File: config.mk
export PLATFORM = sky130hd
export DESIGN_NAME = armleocpu_tlb_sa
export DESIGN_NICKNAME = d
export VERILOG_FILES = /design/src/rtl/armleocpu_tlb_sa.sv
export SDC_FILE = /design/constraint.sdc
export NUM_CORES = 2
export LEC_CHECK = 0
export ABC_AREA = 0
export ABC_CLOCK_PERIOD_IN_PS = 7000
export CAP_MARGIN = 10
export CORE_MARGIN = 4
export CORE_UTILIZATION = 30
export CTS_BUF_LIST = sky130_fd_sc_hd__clkbuf_16
export DETAILED_ROUTE_END_ITERATION = 16
export GPL_ROUTABILITY_DRIVEN = 0
export GPL_TIMING_DRIVEN = 0
export PLACE_DENSITY = 0.46
export SETUP_SLACK_MARGIN = 0.2
export SKIP_LAST_GASP = 1
export SLEW_MARGIN = 25
export SYNTH_ARGS = -nofsm -noshare
export SYNTH_HDL_FRONTEND = slang
export SYNTH_SLANG_ARGS = --single-unit
File: constraint.sdc
create_clock -name clk -period 7 [get_ports clk]
set_input_delay 1.4 -clock clk [delete_from_list [all_inputs] [get_ports clk]]
set_output_delay 1.4 -clock clk [all_outputs]
set_load 0.01 [all_outputs]
File: src/rtl/armleocpu_tlb_sa.sv
// Set-associative TLB: per-set victim pointers, registered resolve result, sequential flush FSM.
// Optional hit/miss performance counters are enabled by defining ARMLEOCPU_TLB_PERF_EN.
module armleocpu_tlb_sa #(
  parameter int ENTRIES_W = 4,
  parameter int WAYS      = 2
) (
  input  logic        clk,
  input  logic        rst,
  input  logic        enable,
  input  logic        resolve,
  input  logic        write,
  input  logic        invalidate,
  input  logic [19:0] virtual_address,
  input  logic [21:0] phys_w,
  input  logic [7:0]  accesstag_w,
  output logic        done,
  output logic        miss,
  output logic [21:0] phys_r,
  output logic [7:0]  accesstag_r,
  output logic        busy
`ifdef ARMLEOCPU_TLB_PERF_EN
  ,
  output logic [31:0] hit_count,
  output logic [31:0] miss_count
`endif
);

  localparam int SETS  = 1 << ENTRIES_W;
  localparam int TAG_W = 20 - ENTRIES_W;
  localparam int VP_W  = (WAYS > 1) ? $clog2(WAYS) : 1;

  typedef enum logic {IDLE, FLUSH} state_t;

  state_t state_reg, state_next;
  logic [ENTRIES_W-1:0] flush_cnt_reg;

  logic [WAYS-1:0]  valid_reg [SETS];
  logic [VP_W-1:0]  vp_reg    [SETS];
  logic [TAG_W-1:0] tag_mem   [SETS][WAYS];
  logic [21:0]      phys_mem  [SETS][WAYS];
  logic [7:0]       at_mem    [SETS][WAYS];

  logic        done_reg, miss_reg;
  logic [21:0] phys_reg;
  logic [7:0]  at_reg;

  logic [ENTRIES_W-1:0] idx;
  logic [TAG_W-1:0]     va_tag;
  logic                 idle, accept_inv, accept_wr, accept_rd;

  assign idx        = virtual_address[ENTRIES_W-1:0];
  assign va_tag     = virtual_address[19:ENTRIES_W];
  assign idle       = (state_reg == IDLE);
  assign accept_inv = idle && invalidate;
  assign accept_wr  = idle && write && !invalidate;
  assign accept_rd  = idle && resolve && !write && !invalidate;

  logic [WAYS-1:0] tag_eq, way_valid;

  generate
    for (genvar gi = 0; gi < WAYS; gi++) begin : g_way
      assign tag_eq[gi]    = (tag_mem[idx][gi] == va_tag);
      assign way_valid[gi] = valid_reg[idx][gi];
    end
  endgenerate

  logic            hit, match_found, inv_found, evict;
  logic [VP_W-1:0] hit_way, match_way, inv_way, wr_way, vp_inc;

  // Lowest-index way wins for hit, tag match and free-slot search alike.
  always_comb begin
    hit         = 1'b0;
    hit_way     = '0;
    match_found = 1'b0;
    match_way   = '0;
    inv_found   = 1'b0;
    inv_way     = '0;
    for (int w = 0; w < WAYS; w++) begin
      if (!hit && tag_eq[w] && way_valid[w]) begin
        hit     = 1'b1;
        hit_way = VP_W'(w);
      end
      if (!match_found && tag_eq[w]) begin
        match_found = 1'b1;
        match_way   = VP_W'(w);
      end
      if (!inv_found && !way_valid[w]) begin
        inv_found = 1'b1;
        inv_way   = VP_W'(w);
      end
    end
    evict  = 1'b0;
    vp_inc = (vp_reg[idx] == VP_W'(WAYS - 1)) ? '0 : vp_reg[idx] + 1'b1;
    if (match_found)
      wr_way = match_way;
    else if (inv_found)
      wr_way = inv_way;
    else begin
      wr_way = vp_reg[idx];
      evict  = 1'b1;
    end
  end

  always_ff @(posedge clk or posedge rst) begin
    if (rst)
      state_reg <= IDLE;
    else
      state_reg <= state_next;
  end

  always_comb begin
    state_next = state_reg;
    busy       = 1'b0;
    case (state_reg)
      IDLE: if (invalidate) state_next = FLUSH;
      FLUSH: begin
        busy = 1'b1;
        if (&flush_cnt_reg) state_next = IDLE;
      end
      default: state_next = IDLE;
    endcase
  end

  // Valid bits and victim pointers carry reset; payload storage does not.
  always_ff @(posedge clk or posedge rst) begin
    if (rst) begin
      for (int s = 0; s < SETS; s++) begin
        valid_reg[s] <= '0;
        vp_reg[s]    <= '0;
      end
      flush_cnt_reg <= '0;
    end else if (accept_inv) begin
      flush_cnt_reg <= '0;
    end else if (state_reg == FLUSH) begin
      valid_reg[flush_cnt_reg] <= '0;
      vp_reg[flush_cnt_reg]    <= '0;
      flush_cnt_reg            <= flush_cnt_reg + 1'b1;
    end else if (accept_wr) begin
      valid_reg[idx][wr_way] <= accesstag_w[0];
      if (evict) vp_reg[idx] <= vp_inc;
    end
  end

  always_ff @(posedge clk) begin
    if (accept_wr) begin
      tag_mem[idx][wr_way]  <= va_tag;
      phys_mem[idx][wr_way] <= phys_w;
      at_mem[idx][wr_way]   <= accesstag_w;
    end
  end

  always_ff @(posedge clk or posedge rst) begin
    if (rst) begin
      done_reg <= 1'b0;
      miss_reg <= 1'b0;
      phys_reg <= '0;
      at_reg   <= '0;
    end else begin
      done_reg <= accept_rd;
      if (accept_rd) begin
        if (!enable) begin
          miss_reg <= 1'b0;
          phys_reg <= {2'b00, virtual_address};
          at_reg   <= 8'h00;
        end else if (hit) begin
          miss_reg <= 1'b0;
          phys_reg <= phys_mem[idx][hit_way];
          at_reg   <= at_mem[idx][hit_way];
        end else begin
          miss_reg <= 1'b1;
          phys_reg <= '0;
          at_reg   <= '0;
        end
      end
    end
  end

  assign done        = done_reg;
  assign miss        = miss_reg;
  assign phys_r      = phys_reg;
  assign accesstag_r = at_reg;

`ifdef ARMLEOCPU_TLB_PERF_EN
  logic [31:0] hit_count_reg, miss_count_reg;

  always_ff @(posedge clk or posedge rst) begin
    if (rst) begin
      hit_count_reg  <= '0;
      miss_count_reg <= '0;
    end else if (accept_rd && enable) begin
      if (hit)
        hit_count_reg <= hit_count_reg + 32'd1;
      else
        miss_count_reg <= miss_count_reg + 32'd1;
    end
  end

  assign hit_count  = hit_count_reg;
  assign miss_count = miss_count_reg;
`endif

endmodule
Word level (Yosys, flattened, before mapping)
Memory sizes are Yosys's and may differ from the RTL's.
Index checks and enable logic that the tools add are counted.
{"block": "totals", "reg_bits": 85, "ramBits": 1472, "input_bits": 56, "output_inout_bits": 33, "word_cells": 155, "memories": 3}
{"name": "phys_mem", "words": 16, "word_bits": 44, "rd": 1, "rd_clocked_by_memory_dff": 0, "wr": 1, "line_no": "40", "rtl": "logic [21:0] phys_mem [SETS][WAYS];"}
{"name": "tag_mem", "words": 16, "word_bits": 32, "rd": 1, "rd_clocked_by_memory_dff": 0, "wr": 1, "line_no": "39", "rtl": "logic [TAG_W-1:0] tag_mem [SETS][WAYS];"}
{"name": "at_mem", "words": 16, "word_bits": 16, "rd": 1, "rd_clocked_by_memory_dff": 0, "wr": 1, "line_no": "41", "rtl": "logic [7:0] at_mem [SETS][WAYS];"}
{"block": "op_classes", "n_addsub": 2, "order_cmp": 9, "n_eq_ne": 2, "n_mux": 65, "n_bitwise": 10, "n_reduce_logical": 26}
{"cell": "22-bit 2-to-1 mux", "count": 6}
{"cell": "32-bit 2-to-1 mux", "count": 3}
{"cell": "16-bit 2-to-1 mux", "count": 5}
{"cell": "8-bit 2-to-1 mux", "count": 6}
{"cell": "44-bit 2-to-1 mux", "count": 1}
{"cell": "32-bit bitwise AND", "count": 1}
{"cell": "32-bit bitwise mux", "count": 1}
{"cell": "16-bit equality test", "count": 2}
{"cell": "32-bit NOT", "count": 1}
{"cell": "1-bit 2-to-1 mux", "count": 25}
{"cell": "22-bit demux with 1-bit select", "count": 1}
{"cell": "16-bit bitwise AND", "count": 1}
{"cell": "16-bit bitwise mux", "count": 1}
{"cell": "16-bit demux with 1-bit select", "count": 1}
{"cell": "2-bit demux with 4-bit select", "count": 2}
{"cell": "16-bit NOT", "count": 1}
{"cell": "1-bit logical AND", "count": 15}
{"cell": "5-bit >= comparator, second input constant", "count": 2}
{"cell": "5-bit by 1-bit less-than comparator with 1-bit output, second input constant", "count": 2}
{"cell": "4-bit NOT with 5-bit output", "count": 2}
{"cell": "2-bit binary-select mux with 4-bit select", "count": 1}
{"cell": "1-bit demux with 4-bit select", "count": 2}
{"cell": "8-bit demux with 1-bit select", "count": 1}
{"cell": "2-bit 2-to-1 mux", "count": 4}
{"cell": "other kinds (17)", "count": 27}

Longest topological paths before layout
{"block": "logic_depth", "word_depth": 18, "ltp_mapped": 17, "ltp_nobuf": 10}

Worst setup path after synthesis
Ideal clock, no wire load.
{"block": "synth_timing", "path_type": "input to register", "startpoint": "input virtual_address[1]", "endpoint": "memory at_mem[14][0] (netlist bit), enable pin", "setup_time_ns": 0.450, "t_arrival_ns": 6.147, "required_ns": 6.550, "setup_slack_ns": 0.404, "cell_stages": 12, "path_buffers": 5, "path_cell_list": "buf_6 > buf_8 > buf_2 > mux4_2 > mux4_2 > xnor2_1 > o211ai_1 > o41ai_4 > buf_4 > nand3_2 > buf_2 > nor2_1"}
{"block": "synth_via", "elab_chain_cells": 15, "word_cells_on_any_way": 29, "cone_classes": "2 x order compare; 2 x eq/ne; 17 x mux; 2 x bitwise; 5 x reduce/logical; 1 x memory"}
{"element": "from (decl)", "line_no": "13", "rtl": "input logic [19:0] virtual_address,"}
{"element": "branches (longest 15 deep; another with memory read 16 x 32 bit)"}
{"element": "to (decl)", "line_no": "41"}
Several ways; the timed one is not identified. The select of a mux whose other input is x is not followed.

Worst setup path after layout
{"block": "layout_timing", "startpoint": "input virtual_address[2]", "endpoint": "memory phys_mem[13][12] (netlist bit), enable pin"}
{"block": "layout_via", "elab_chain_cells": 15, "word_cells_on_any_way": 29, "cone_classes": "2 x order compare; 2 x eq/ne; 17 x mux; 2 x bitwise; 5 x reduce/logical; 1 x memory"}
{"element": "branches (longest 15 deep; another with memory read 16 x 32 bit)"}
{"element": "to (decl)", "line_no": "40"}
Several ways; the timed one is not identified. The select of a mux whose other input is x is not followed.

==> results.txt <==
Critical path fanouts, max - 13
First DRT Iteration DRCs - 3384
Layout cell share with drive strength beyond 1 - 0.285
Beginning of the worst register-to-register path - tag_mem[14][22]
Flops & latches, synth - 1557
Flip-flop count of the largest register after layout - 704
Effective utilization at floorplan - 0.302
Reg-to-reg endpoint - at_mem[12][11]
Vias in the first global route - 31400
Switching Fraction - 0.236
Worst Hold Path EP - valid_reg[27]
Crit start category - input port
Number of cells produced by synthesis - 2803
VDD IR-drop max - 0.000192 V
NetSw - 4830 µW
Final setup skew - 0.0327 ns
Internal power - 15600 µW
Register area share after synthesis - 0.758
Area overhead of the layout relative to synthesis - 19.3%
Hold Path Cell Cnt - 1
Launch instance of the worst min-delay path - valid_reg[27]
Pin count of the biggest net entering global routing - 66
Registers with the most flip-flops - phys_mem x704, tag_mem x512, at_mem x256
Initial DRT Pass Iterations - 7
Combinational group share of total power - 0.084
Actual slew at the worst max-slew pin - 1.07 ns
Top register by number of flip-flops - phys_mem
Residual antenna-violating net count after detailed routing - 0
Worst reg2reg path depth - 14
Cell at the root of the clock tree - sky130_fd_sc_hd__clkbuf_16
Part of the power in the clock network - 0.398
Fmax - 0.150 GHz
Fin worst setup slack - 0.340 ns
Chip width - 459 µm
Syn nets - 2863
Worst slack, placed - -0.815 ns
Aggregate global routing overflow - 0
Post-synth EDFFs - 1472
Clock Pin Slew Worst Setup and Hold Paths - 0.06 ns
Data required, critical path - 7.49 ns
P per Cell Area - 281 mW/mm²
Ordered list of cells on the worst path - clkdlybuf4s50_1 > buf_2 > buf_2 > buf_2 > a2111oi_0 > nor4_1 > xnor2_1 > o211ai_1 > o41ai_4 > buf_4 > nand3_2 > buf_2 > nor2_4 > buf_12 > buf_16
Primary flip-flop cell chosen by synthesis mapping - sky130_fd_sc_hd__edfxtp_1
Finished layout cell area - 0.0729 mm²
First-pass GRT wire length - 254000 µm
Worst EP arrival - 7.15 ns
Max transition margin - 0.289
Share of the cycle needed by the critical path after routing - 0.951
TritonCTS clock tree - yes
DRC Markers - 0
Final #Nets - 3231
DPL Wire Length - 122000 µm
Clk Latency, worst-skew pair - 0.80 ns
Mean number of vias per cell - 5.09
Syn Std Cell Area - 0.0611 mm²
Static leakage - 0.0230 µW
Min-Delay Path Class - register to register
Number of slew-limit violations in the final report - 0
Core area - 0.202 mm²
Count of maximum capacitance violations - 0
Final worst path period need - 6.66 ns
Via count of the routed design - 30400
Number of distinct library cells after synthesis - 68
Relative contribution of sequential cells to total power - 0.518
Setup violations, final - 0
Post-Route Setup TNS - 0 ns
R2r setup slk - 1.58 ns
Die Height - 459 µm
Total routing usage reported by global routing - 0.171
CTS max path bufs - 3
Critical path origin - virtual_address[2]
Input/output buffers - 84
Cell seen most often among critical-path stages - sky130_fd_sc_hd__buf_2
Detail-routed net length per standard cell - 30.2 µm
Number of warnings reported in the yosys synthesis log - 0
DRT Wirelength - 181000 µm
Path type of the worst setup path - input port to register
Initial antenna violation count - 8
Post-route total power - 20500 µW
Cell area after placement - 0.0680 mm²
Die Area - 0.211 mm²
Element type at the critical path end - register
Most frequent cells in the layout - sky130_fd_sc_hd__edfxtp_1, sky130_fd_sc_hd__mux4_2, sky130_fd_sc_hd__clkbuf_16, sky130_fd_sc_hd__buf_2, sky130_fd_sc_hd__nand2_1
Setup repair after global routing missed its margin - no
Share of synthesized flip-flops with an asynchronous set or reset - 0.0546
Ports - 89
Number of hold violations in the final report - 0
Maximum level of the CTS H-tree - 4
Average instance area after synthesis - 21.8 µm²
CTS Buf Count - 167
Most common cell after layout, fill and taps aside - sky130_fd_sc_hd__edfxtp_1
Crit path largest cell delay - 0.62 ns
Number of clock sinks seen by CTS - 1557
Placement Rows - 165
Result of the run - completed
Cell with the largest stage delay on the worst path - sky130_fd_sc_hd__clkdlybuf4s50_1
==> per-layer routing <==
metal,vias to the layer above,share of wire,GRT usage,wire [µm]
li1,12600,-,-,-
met1,16600,0.45,0.246,81100
met2,994,0.48,0.272,85800
met3,232,0.056,0.0284,10100
met4,2,0.020,0.0395,3600
met5,-,0.000072,0,13
==> synth_stat cells, types with 5 or more instances <==
cell	count	area [µm²]
sky130_fd_sc_hd__a2111oi_0	5	43.8
sky130_fd_sc_hd__a21oi_1	18	90.1
sky130_fd_sc_hd__a221oi_1	11	96.3
sky130_fd_sc_hd__a22o_1	7	61.3
sky130_fd_sc_hd__a31oi_1	20	125
sky130_fd_sc_hd__buf_1	33	124
sky130_fd_sc_hd__buf_2	38	190
sky130_fd_sc_hd__buf_4	13	97.6
sky130_fd_sc_hd__buf_6	9	101
sky130_fd_sc_hd__clkbuf_1	68	255
sky130_fd_sc_hd__dfrtp_1	85	2130
sky130_fd_sc_hd__edfxtp_1	1472	44200
sky130_fd_sc_hd__inv_1	30	113
sky130_fd_sc_hd__mux2_2	9	101
sky130_fd_sc_hd__mux2i_1	86	861
sky130_fd_sc_hd__mux4_2	418	9410
sky130_fd_sc_hd__nand2_1	98	368
sky130_fd_sc_hd__nand2b_1	13	81.3
sky130_fd_sc_hd__nand3_1	27	135
sky130_fd_sc_hd__nand4_1	8	50.1
sky130_fd_sc_hd__nor2_1	59	221
sky130_fd_sc_hd__nor2b_1	32	200
sky130_fd_sc_hd__nor4_1	6	37.5
sky130_fd_sc_hd__o211ai_1	38	285
sky130_fd_sc_hd__o21ai_0	17	85.1
sky130_fd_sc_hd__o221ai_1	19	166
sky130_fd_sc_hd__o22a_1	19	166
sky130_fd_sc_hd__o22ai_1	9	56.3
sky130_fd_sc_hd__o311ai_0	20	175
sky130_fd_sc_hd__o311ai_1	5	43.8
sky130_fd_sc_hd__o311ai_2	5	81.3
sky130_fd_sc_hd__xnor2_1	49	429
==> worst max-delay path by stage <==
stage / endpoint
after floorplan: at_mem[14][0]
after global placement: at_mem[14][12]
after detailed placement: tag_mem[13][22]
after CTS: tag_mem[13][25]
after global routing: at_mem[12][12]
final: phys_mem[13][12]
==> cell families (layout without fill, tap and decap cells) <==
kind of cell	Yosys count	in the layout	synth area share
AO/OA/AOI/OAI	215	215	0.0277
XOR/XNOR	50	50	0.00717
adder cells (fa/ha/maj)	4	4	0.000819
buffers and inverters	197	703	0.0153
flip-flops	1557	1557	0.758
multiplexers	513	513	0.170
other	0	2	0
AND/OR/NAND/NOR	267	267	0.0211
==> cell type report <==
| class | instances | area (µm²) |
|---|---|---|
| tap | 2672 | 3340 |
| clock buffer | 170 | 4250 |
| buffer | 163 | 852 |
| timing repair buffer | 200 | 3180 |
| fill | 18600 | 129000 |
| multi-input combinational | 1049 | 14100 |
| antenna | 2 | 5.00 |
| clock inverter | 137 | 733 |
| inverter | 33 | 131 |
| sequential | 1557 | 46300 |
==> worst max-delay path: cells and delay by family <==
kind	cells	cell delay, ns
AOI/OAI and AO/OA	3	0.98
buffers and inverters	8	3.13
xor gates and xnor gates	1	0.18
and+or+nand+nor	3	1.40
==> metrics by stage <==
step / cells / util / hold slack (ns)
finish: 5983 / 0.360 / 0.493
global route: 5982 / 0.360 / 0.520
CTS: 5980 / 0.361 / 0.491
detailed placement: 5673 / 0.336 / 0.474
global placement: 5559 / 0.323 / 0.469
floorplan: 2803 / - / 0.451
==> power groups by stage <==
stage / sequential (µW) / clock, µW / combinational, µW
finish: 10600 / 8140 / 1730
global route: 10600 / 8800 / 1860
CTS: 10600 / 8370 / 1760
detailed placement: 10800 / 0 / 1750
global placement: 10800 / 0 / 1720
floorplan: 10700 / 0 / 914
==> repair_timing <==
action,in CTS,in global routing
endpoints found under the setup margin,66,19
gates resized for setup,2,0
setup buffers,0,2
hold buffers,0,0
pin swaps,0,1
No activity file was read; power rests on OpenSTA's default activity.
